$ cat src/rtl/regfile_pkg.sv
// Shared types and default sizing for the register-file write-back arbiter.
package regfile_pkg;

    localparam int unsigned RF_BUS_WIDTH = 8;
    localparam int unsigned RF_DEPTH     = 8;
    localparam int unsigned RF_AW        = $clog2(RF_DEPTH);

    // Arbiter priority: ALU by default, LSU for one cycle after starvation.
    typedef enum logic [0:0] {
        ARB_ALU = 1'b0,
        ARB_LSU = 1'b1
    } arb_state_t;

    // One write-back request as it travels to the register-file write port.
    typedef struct packed {
        logic [RF_AW-1:0]        addr;
        logic [RF_BUS_WIDTH-1:0] data;
    } wb_req_t;

endpackage

$ cat src/rtl/rf_bypass.sv
// Read-port staleness correction: the register file returns the old value
// when a read and a write hit the same address in one cycle; this block
// remembers that collision and substitutes the written data a cycle later.
module rf_bypass
    import regfile_pkg::*;
#(
    parameter int unsigned BUS_WIDTH = RF_BUS_WIDTH,
    parameter int unsigned AW        = RF_AW
) (
    input  logic                 clk,
    input  logic                 rst,
    input  logic                 rf_we,
    input  logic [AW-1:0]        rf_wr_addr,
    input  logic [BUS_WIDTH-1:0] rf_wr_data,
    input  logic [AW-1:0]        rd_addr,
    input  logic [BUS_WIDTH-1:0] rf_rd_data,
    output logic [BUS_WIDTH-1:0] rd_data
);

    logic                 hit_q, hit_d;
    logic [BUS_WIDTH-1:0] byp_q, byp_d;

    // Detect a write landing on the address being read this cycle.
    always_comb begin
        hit_d = rf_we && (rf_wr_addr == rd_addr);
        byp_d = rf_wr_data;
    end

    // Hold the collision flag and the written data for the read's return cycle.
    always_ff @(posedge clk) begin
        if (rst) begin
            hit_q <= 1'b0;
            byp_q <= '0;
        end else begin
            hit_q <= hit_d;
            byp_q <= byp_d;
        end
    end

    // Substitute the fresh value when the raw read is stale.
    assign rd_data = hit_q ? byp_q : rf_rd_data;

endmodule

$ cat src/rtl/regfile_wb_arbiter.sv
// Shares the single register-file write port between the ALU and LSU
// write-back streams (ALU priority, LSU starvation guard), registers the
// granted write, and bypass-corrects both read ports.
module regfile_wb_arbiter
    import regfile_pkg::*;
#(
    parameter  int unsigned BUS_WIDTH = RF_BUS_WIDTH,
    parameter  int unsigned DEPTH     = RF_DEPTH,
    parameter  int unsigned MAX_WAIT  = 3,
    parameter  int unsigned ZERO_REG  = 1,
    localparam int unsigned AW        = $clog2(DEPTH)
) (
    input  logic                 clk,
    input  logic                 rst,

    input  logic                 alu_valid,
    output logic                 alu_ready,
    input  logic [AW-1:0]        alu_addr,
    input  logic [BUS_WIDTH-1:0] alu_data,

    input  logic                 lsu_valid,
    output logic                 lsu_ready,
    input  logic [AW-1:0]        lsu_addr,
    input  logic [BUS_WIDTH-1:0] lsu_data,

    output logic                 rf_we,
    output logic [AW-1:0]        rf_wr_addr,
    output logic [BUS_WIDTH-1:0] rf_wr_data,

    input  logic [AW-1:0]        rd_addr_a,
    input  logic [AW-1:0]        rd_addr_b,
    input  logic [BUS_WIDTH-1:0] rf_rd_data_a,
    input  logic [BUS_WIDTH-1:0] rf_rd_data_b,
    output logic [BUS_WIDTH-1:0] rd_data_a,
    output logic [BUS_WIDTH-1:0] rd_data_b
);

    localparam int unsigned CW = $clog2(MAX_WAIT + 1);

    arb_state_t     state_q, state_d;
    logic [CW-1:0]  cnt_q, cnt_d;

    logic           alu_hs, lsu_hs, any_hs;
    wb_req_t        req_sel;
    wb_req_t        wr_req_q, wr_req_d;
    logic           wr_we_q, wr_we_d;

    // Arbiter state and LSU starvation counter.
    always_ff @(posedge clk) begin
        if (rst) begin
            state_q <= ARB_ALU;
            cnt_q   <= '0;
        end else begin
            state_q <= state_d;
            cnt_q   <= cnt_d;
        end
    end

    // Next arbiter state: count LSU losses, hand LSU one priority cycle.
    always_comb begin
        state_d = state_q;
        cnt_d   = cnt_q;
        case (state_q)
            ARB_ALU: begin
                if (lsu_valid && !lsu_ready) begin
                    if (cnt_q == CW'(MAX_WAIT - 1)) begin
                        state_d = ARB_LSU;
                        cnt_d   = '0;
                    end else begin
                        cnt_d = cnt_q + CW'(1);
                    end
                end else if (lsu_hs) begin
                    cnt_d = '0;
                end
            end
            ARB_LSU: begin
                // LSU either handshakes or is idle here; priority lasts one cycle.
                state_d = ARB_ALU;
                cnt_d   = '0;
            end
            default: begin
                state_d = ARB_ALU;
                cnt_d   = '0;
            end
        endcase
    end

    // Ready outputs: depend only on state and valids, forced low in reset.
    always_comb begin
        alu_ready = 1'b0;
        lsu_ready = 1'b0;
        if (!rst) begin
            case (state_q)
                ARB_ALU: begin
                    alu_ready = 1'b1;
                    lsu_ready = !alu_valid;
                end
                ARB_LSU: begin
                    lsu_ready = 1'b1;
                    alu_ready = !lsu_valid;
                end
                default: begin
                    alu_ready = 1'b0;
                    lsu_ready = 1'b0;
                end
            endcase
        end
    end

    assign alu_hs = alu_valid && alu_ready;
    assign lsu_hs = lsu_valid && lsu_ready;
    assign any_hs = alu_hs || lsu_hs;

    // Select the granted request and decide whether it really writes.
    always_comb begin
        req_sel.addr = RF_AW'(alu_addr);
        req_sel.data = RF_BUS_WIDTH'(alu_data);
        if (lsu_hs) begin
            req_sel.addr = RF_AW'(lsu_addr);
            req_sel.data = RF_BUS_WIDTH'(lsu_data);
        end

        wr_req_d = wr_req_q;
        wr_we_d  = 1'b0;
        if (any_hs) begin
            wr_req_d = req_sel;
            // Register 0 is hard-wired: accept the write but never commit it.
            wr_we_d  = !((ZERO_REG != 0) && (req_sel.addr == '0));
        end
    end

    // Write-port register feeding the register file one cycle after handshake.
    always_ff @(posedge clk) begin
        if (rst) begin
            wr_we_q  <= 1'b0;
            wr_req_q <= '0;
        end else begin
            wr_we_q  <= wr_we_d;
            wr_req_q <= wr_req_d;
        end
    end

    assign rf_we      = wr_we_q;
    assign rf_wr_addr = AW'(wr_req_q.addr);
    assign rf_wr_data = BUS_WIDTH'(wr_req_q.data);

    // Read port A staleness correction.
    rf_bypass #(
        .BUS_WIDTH (BUS_WIDTH),
        .AW        (AW)
    ) u_byp_a (
        .clk        (clk),
        .rst        (rst),
        .rf_we      (rf_we),
        .rf_wr_addr (rf_wr_addr),
        .rf_wr_data (rf_wr_data),
        .rd_addr    (rd_addr_a),
        .rf_rd_data (rf_rd_data_a),
        .rd_data    (rd_data_a)
    );

    // Read port B staleness correction.
    rf_bypass #(
        .BUS_WIDTH (BUS_WIDTH),
        .AW        (AW)
    ) u_byp_b (
        .clk        (clk),
        .rst        (rst),
        .rf_we      (rf_we),
        .rf_wr_addr (rf_wr_addr),
        .rf_wr_data (rf_wr_data),
        .rd_addr    (rd_addr_b),
        .rf_rd_data (rf_rd_data_b),
        .rd_data    (rd_data_b)
    );

endmodule

$ cat config.mk
export PLATFORM = sky130hd
export DESIGN_NAME = regfile_wb_arbiter
export DESIGN_NICKNAME = d
export VERILOG_FILES = /design/src/rtl/regfile_pkg.sv /design/src/rtl/rf_bypass.sv /design/src/rtl/regfile_wb_arbiter.sv
export SDC_FILE = /design/constraint.sdc
export NUM_CORES = 1
export LEC_CHECK = 0
export CAP_MARGIN = 20
export CORE_MARGIN = 2
export CORE_UTILIZATION = 43
export DETAILED_ROUTE_END_ITERATION = 7
export PLACE_DENSITY = 0.86
export SYNTH_ARGS = -nofsm -noshare
export SYNTH_HDL_FRONTEND = slang
export SYNTH_HIERARCHICAL = 1
export SYNTH_SLANG_ARGS = --single-unit
$ cat constraint.sdc
create_clock -name clk -period 3.1 [get_ports clk]
set_clock_uncertainty 0.2 [all_clocks]
set_input_delay 0.775 -clock clk [delete_from_list [all_inputs] [get_ports clk]]
set_output_delay 0.775 -clock clk [all_outputs]
set_load 0.01 [all_outputs]
* Yosys cells after proc, flatten, opt, wreduce, memory -nomap -nowiden
Index checks and enable logic that the tools add are counted.
** Storage, ports and cells
- Bits in registers :: 25
- Bits in latches :: 0
- Memory bits (writable) :: 0
- Memory bits (read-only) :: 0
- Input bits :: 48
- Output and inout port bits :: 30
- Logic and storage cells :: 41
- Memories kept :: 0
** Cells by class
- $add $sub $neg :: 1
- Multiply operators :: 0
- Divide/modulo/power cells :: 0
- Order comparisons :: 0
- Eq/ne operators :: 4
- Shift-type cells :: 0
- Mux-type cells :: 14
- Bitwise logic cells :: 2
- Reduce and logical (&&, ||, !) cells :: 12
** Operators by type and width (number)
- $mux W8 :: 2
- $mux W11 :: 1
- $eq A3 B3 Y1 :: 2
- $mux W2 :: 3
- $pmux W1 S2 :: 3
- $logic_and A1 B1 Y1 :: 5
- $logic_not A1 Y1 :: 4
- $mux W1 :: 4
- $pmux W2 S2 :: 1
- $logic_not A3 Y1 :: 1
- $ne A3 B3 Y1 const B :: 1
- $add A2 B1 Y2 const B :: 1
- $eq A2 B2 Y1 const B :: 1
- $not A1 Y1 :: 2
- $reduce_or A2 Y1 :: 1
- $logic_or A1 B1 Y1 :: 1

* Longest topological paths before layout
- Word-level depth :: 7
- Depth in mapped cells :: 5

* By module
The synthesis kept the hierarchy.
** By module, submodules not included
- rf_bypass :: times used 2, cells each 31, area each 416.6 µm²
- regfile_wb_arbiter :: times used 1, cells each 76, area each 678.2 µm²

* Least setup slack after synthesis
No wires, ideal clock.
- Kind :: input -> output
- Start :: input lsu_valid
- End :: output alu_ready
- Arrival time :: 1.146 ns
- Required time :: 2.125 ns
- Path slack :: 0.979 ns
- Stages :: 2
- Buffers on the path :: 1
- Cell sequence :: buf_2 a21oi_1
** On the way
- Longest elaborated chain between the ends :: 3
** Ends and longest elaborated chain
- start, declared :: line regfile_wb_arbiter.sv:21 : input logic lsu_valid,
- $logic_not A1 Y1 :: line regfile_wb_arbiter.sv:100 : alu_ready = !lsu_valid;
- $pmux W1 S2 :: line regfile_wb_arbiter.sv:93 : case (state_q)
- $mux W1 :: line regfile_wb_arbiter.sv:92 : if (!rst) begin
- end, declared :: line regfile_wb_arbiter.sv:17 : output logic alu_ready,
No other way between the ends.

* Final worst setup path
- Start :: input alu_valid
- End :: output lsu_ready
** On the way
- Longest elaborated chain between the ends :: 3
** Ends and longest elaborated chain
- start, declared :: line regfile_wb_arbiter.sv:16 : input logic alu_valid,
- $logic_not A1 Y1 :: line regfile_wb_arbiter.sv:96 : lsu_ready = !alu_valid;
- $pmux W1 S2 :: line regfile_wb_arbiter.sv:93
- $mux W1 :: line regfile_wb_arbiter.sv:92
- end, declared :: line regfile_wb_arbiter.sv:22 : output logic lsu_ready,
No other way between the ends.

==> results.txt <==
----------------------------------------------------
[Synth]
  Number of instances in the synthesized netlist ... 138
  Leading post-synthesis cells by instance count ... sky130_fd_sc_hd__dfxtp_1, sky130_fd_sc_hd__and2b_1, sky130_fd_sc_hd__mux2_4
  Yosys cell types ... 27
  Number of nets produced by synthesis ... 186
  Flip-flop and latch count after synthesis ... 33
  Count of synthesis-stage warnings from yosys ... 6
  Number of synthesized flops with an enable pin ... 0
  Area contributors post-synth ... sky130_fd_sc_hd__dfxtp_1, sky130_fd_sc_hd__mux2_4, sky130_fd_sc_hd__and2b_1
  Average cell area after synthesis ... 11.0 um^2
  Top_reg_cell synth ... sky130_fd_sc_hd__dfxtp_1
  Sequential cell area fraction in the yosys report ... 43.7%
  Most frequent cell after synthesis ... sky130_fd_sc_hd__dfxtp_1
  Fraction of synthesized cell area taken by the top area cell type ... 43.7%
  Cell taking the most area after synthesis ... sky130_fd_sc_hd__dfxtp_1
  Netlist area before placement ... 0.00151 mm^2
  Share of flip-flops with an asynchronous set or reset after synthesis ... 0%

[Drt]
  Antenna violation net count after detailed routing ... 0
  Via/cell ratio ... 4.85
  Starting DRT DRC Count ... 36
  First-pass iteration count of the detailed router ... 4
  Routed wirelength normalized by instance count ... 14.8 um
  Sum of routed wire length over all layers ... 3940 um
  Vias ... 1,289
  Detailed-route DRC error count ... 0

[STA]
  Count of final max-slew check failures ... 0
  Finish-stage setup viols ... 0
  Pin slew with the least headroom to its limit ... 0.824 ns
  Final Cycle Share ... 96.9%
  Crit path time final ... 3.01 ns
  Tightest slew margin relative to the limit ... 44.9%
  Setup repair after global routing missed its margin ... no
  Maximum clock frequency ... 333 MHz
  Hold slack final ... 0.286 ns
  Final setup TNS ... 0 ns
  Final hold viol count ... 0

[Setup path]
  Count of cell instances traversed by the critical path ... 4
  Largest stage delay, worst path ... 0.54 ns
  Critical path arrival ... 2.03 ns
  Library cell contributing the largest single delay on the critical path ... sky130_fd_sc_hd__clkdlybuf4s50_1
  Critical Path Source Type ... input port
  Reg-to-Reg End ... rf_we
  Most frequent CP cell ... sky130_fd_sc_hd__clkdlybuf4s50_1
  Largest driver fanout on the critical path ... 4
  Startpoint of the worst-slack reg-to-reg timing path ... state_q
  Top Family by Delay on Critical Path ... buffers and inverters
  Required arrival time at the worst endpoint ... 2.12 ns
  Number of cells on the worst reg-to-reg path ... 4
  CP bufs+invs ... 2
  Cells along the critical path ... clkdlybuf4s50_1 -> nand2b_4 -> nor2b_1 -> clkdlybuf4s50_1
  Crit path capture type ... primary output
  Reg2Reg Setup Slack ... 1.39 ns
  Path type of the worst setup path ... input port to primary output

[Die]
  Die Footprint ... 0.00400 mm^2
  Die span in y ... 63.3 um
  Initial Util ... 44.9%
  Placeable Area ... 0.00336 mm^2
  # rows ... 21
  Die W ... 63.3 um
  Number of primary I/O pins ... 78

[Final layout]
  Area of all sequential standard cells ... 661 um^2
  Area delta synth->final ... 58.2%
  Layout Nets ... 267
  Antenna Diode Count ... 0
  Total of fill cells in the finished design ... 261
  Final instance count without filler cells ... 266
  Area taken by multi-input logic gates ... 795 um^2
  Share of post-route cells with drive strength above 1 ... 14.5%

[Clock network]
  Later-pin clock latency in the skew report ... 0.33 ns
  Number of buffers on the longest clock path ... 2
  Clock slew at reported path FFs ... 0.09 ns
  CTS tree ... built
  Post_cts resized ... 0
  Post-CTS Setup Inserts ... 0
  Clk sink count ... 33
  Clock root buffer ... sky130_fd_sc_hd__clkbuf_4
  Level count of the clock H-tree ... 2
  Number of buffers added by the clock tree synthesis step ... 5
  # hold bufs at CTS ... 0

[Global route]
  First-pass GRT wire length ... 6310 um
  Via count of the first global-routing pass ... 1,331
  Pin count of the biggest net entering global routing ... 26
  Remaining Overflow, GRT ... 0
  Total GRT Usage ... 20.4%
  Number of antenna violations at the first check in global routing ... 0

[Worst hold path]
  Endpoint of the worst hold path ... rf_wr_data[6]
  Cells on Worst Hold Path ... 2
  Path class of the lowest-slack min-delay path ... flip-flop to flip-flop
  Beginning of the worst hold path ... rf_wr_data[6]

[Job]
  Number of max-cap violations ... 0

[Placement]
  Inst Count DP ... 258
  Dpl hpwl ... 3130 um
  Placer Congestion ... 0.734
  Buffers added on ports ... 77

[Pwr]
  Ratio of total power to cell area ... 398 mW/mm^2
  Largest voltage drop on the vdd net ... 0.264 mV
  Static leakage power ... 1.06 nW

[Run status]
  Run status ... completed

----------------------------------------------------
-- worst max path at each step --
stage / start / end / slack (ns)
after detailed placement: alu_valid / lsu_ready / 0.09
after floorplan: lsu_valid / alu_ready / 0.98
after CTS: alu_valid / lsu_ready / 0.09
after global placement: alu_valid / lsu_ready / 0.10
final: alu_valid / lsu_ready / 0.09
after global routing: alu_valid / lsu_ready / 0.02
-- state kept, by name, indices dropped and copies added, names as in the netlist, 2 cells and up --
register,count
rf_wr_data,8
rf_wr_addr,3
cnt_q,2
u_byp_a/byp_q,8
u_byp_b/byp_q,8
-- logic make-up after synthesis --
group	after synthesis	share of synthesized area, %
and+or+nand+nor	47	20.4
xor gates and xnor gates	6	3.48
DFF	33	43.7
AOI/OAI and AO/OA	17	6.21
muxes	26	22.5
buffers and inverters	9	3.72
-- where the power goes --
part           switching (mW)  internal (mW)  leakage (nW)
Combinational          0.0711          0.143         0.748
Clock                   0.138          0.131        0.0413
Sequential             0.0190          0.447         0.271
-- layout make-up --
| type | count | area share, % |
|---|---|---|
| timing repair buffer | 81 | 33.5 |
| multi-input combinational | 96 | 33.2 |
| sequential | 33 | 27.6 |
| clock buffer | 7 | 2.72 |
| tap | 46 | 2.41 |
| inverter | 2 | 0.314 |
| clock inverter | 1 | 0.209 |
-- stage by stage --
| stage | total power, mW | util (%) | setup WS [ns] | instance area, um^2 |
|---|---|---|---|---|
| floorplan | 0.559 | - | 0.979 | 1510 |
| CTS | 0.961 | 71.1 | 0.0870 | 2390 |
| detailed placement | 0.692 | 69.0 | 0.0893 | 2320 |
| global route | 1.00 | 71.1 | 0.0180 | 2390 |
| global placement | 0.685 | 69.0 | 0.104 | 2320 |
| finish | 0.951 | 71.1 | 0.0949 | 2390 |
-- tightest hold or removal path, stage by stage, from the launching register on --
cell and delay (ns):
sky130_fd_sc_hd__dfxtp_1 0.34, sky130_fd_sc_hd__nand2_1 0.05, sky130_fd_sc_hd__o21ai_1 0.05
-- cells in the final DEF (no fill, tap or decap), types with 3 or more instances in the layout --
cell type                         instances
sky130_fd_sc_hd__clkdlybuf4s50_1         77
sky130_fd_sc_hd__dfxtp_1                 33
sky130_fd_sc_hd__mux2_4                  16
sky130_fd_sc_hd__and2b_1                 16
sky130_fd_sc_hd__nand2_1                 12
sky130_fd_sc_hd__mux2i_1                 10
sky130_fd_sc_hd__o21ai_1                 10
sky130_fd_sc_hd__xor2_1                   6
sky130_fd_sc_hd__clkbuf_4                 5
sky130_fd_sc_hd__a21oi_1                  4
sky130_fd_sc_hd__buf_4                    4
sky130_fd_sc_hd__nor3_1                   3
sky130_fd_sc_hd__nand3_1                  3
sky130_fd_sc_hd__nand2b_1                 3
-- layer usage --
metal	vias to the layer above	GRT usage [%]	routed length (um)
li1	638	-	-
met1	586	21.9	1580
met2	59	37.0	2040
met3	6	7.50	277
met4	0	6.25	43
met5	-	0	0
Note: power is estimated with default switching activity, not from simulation.
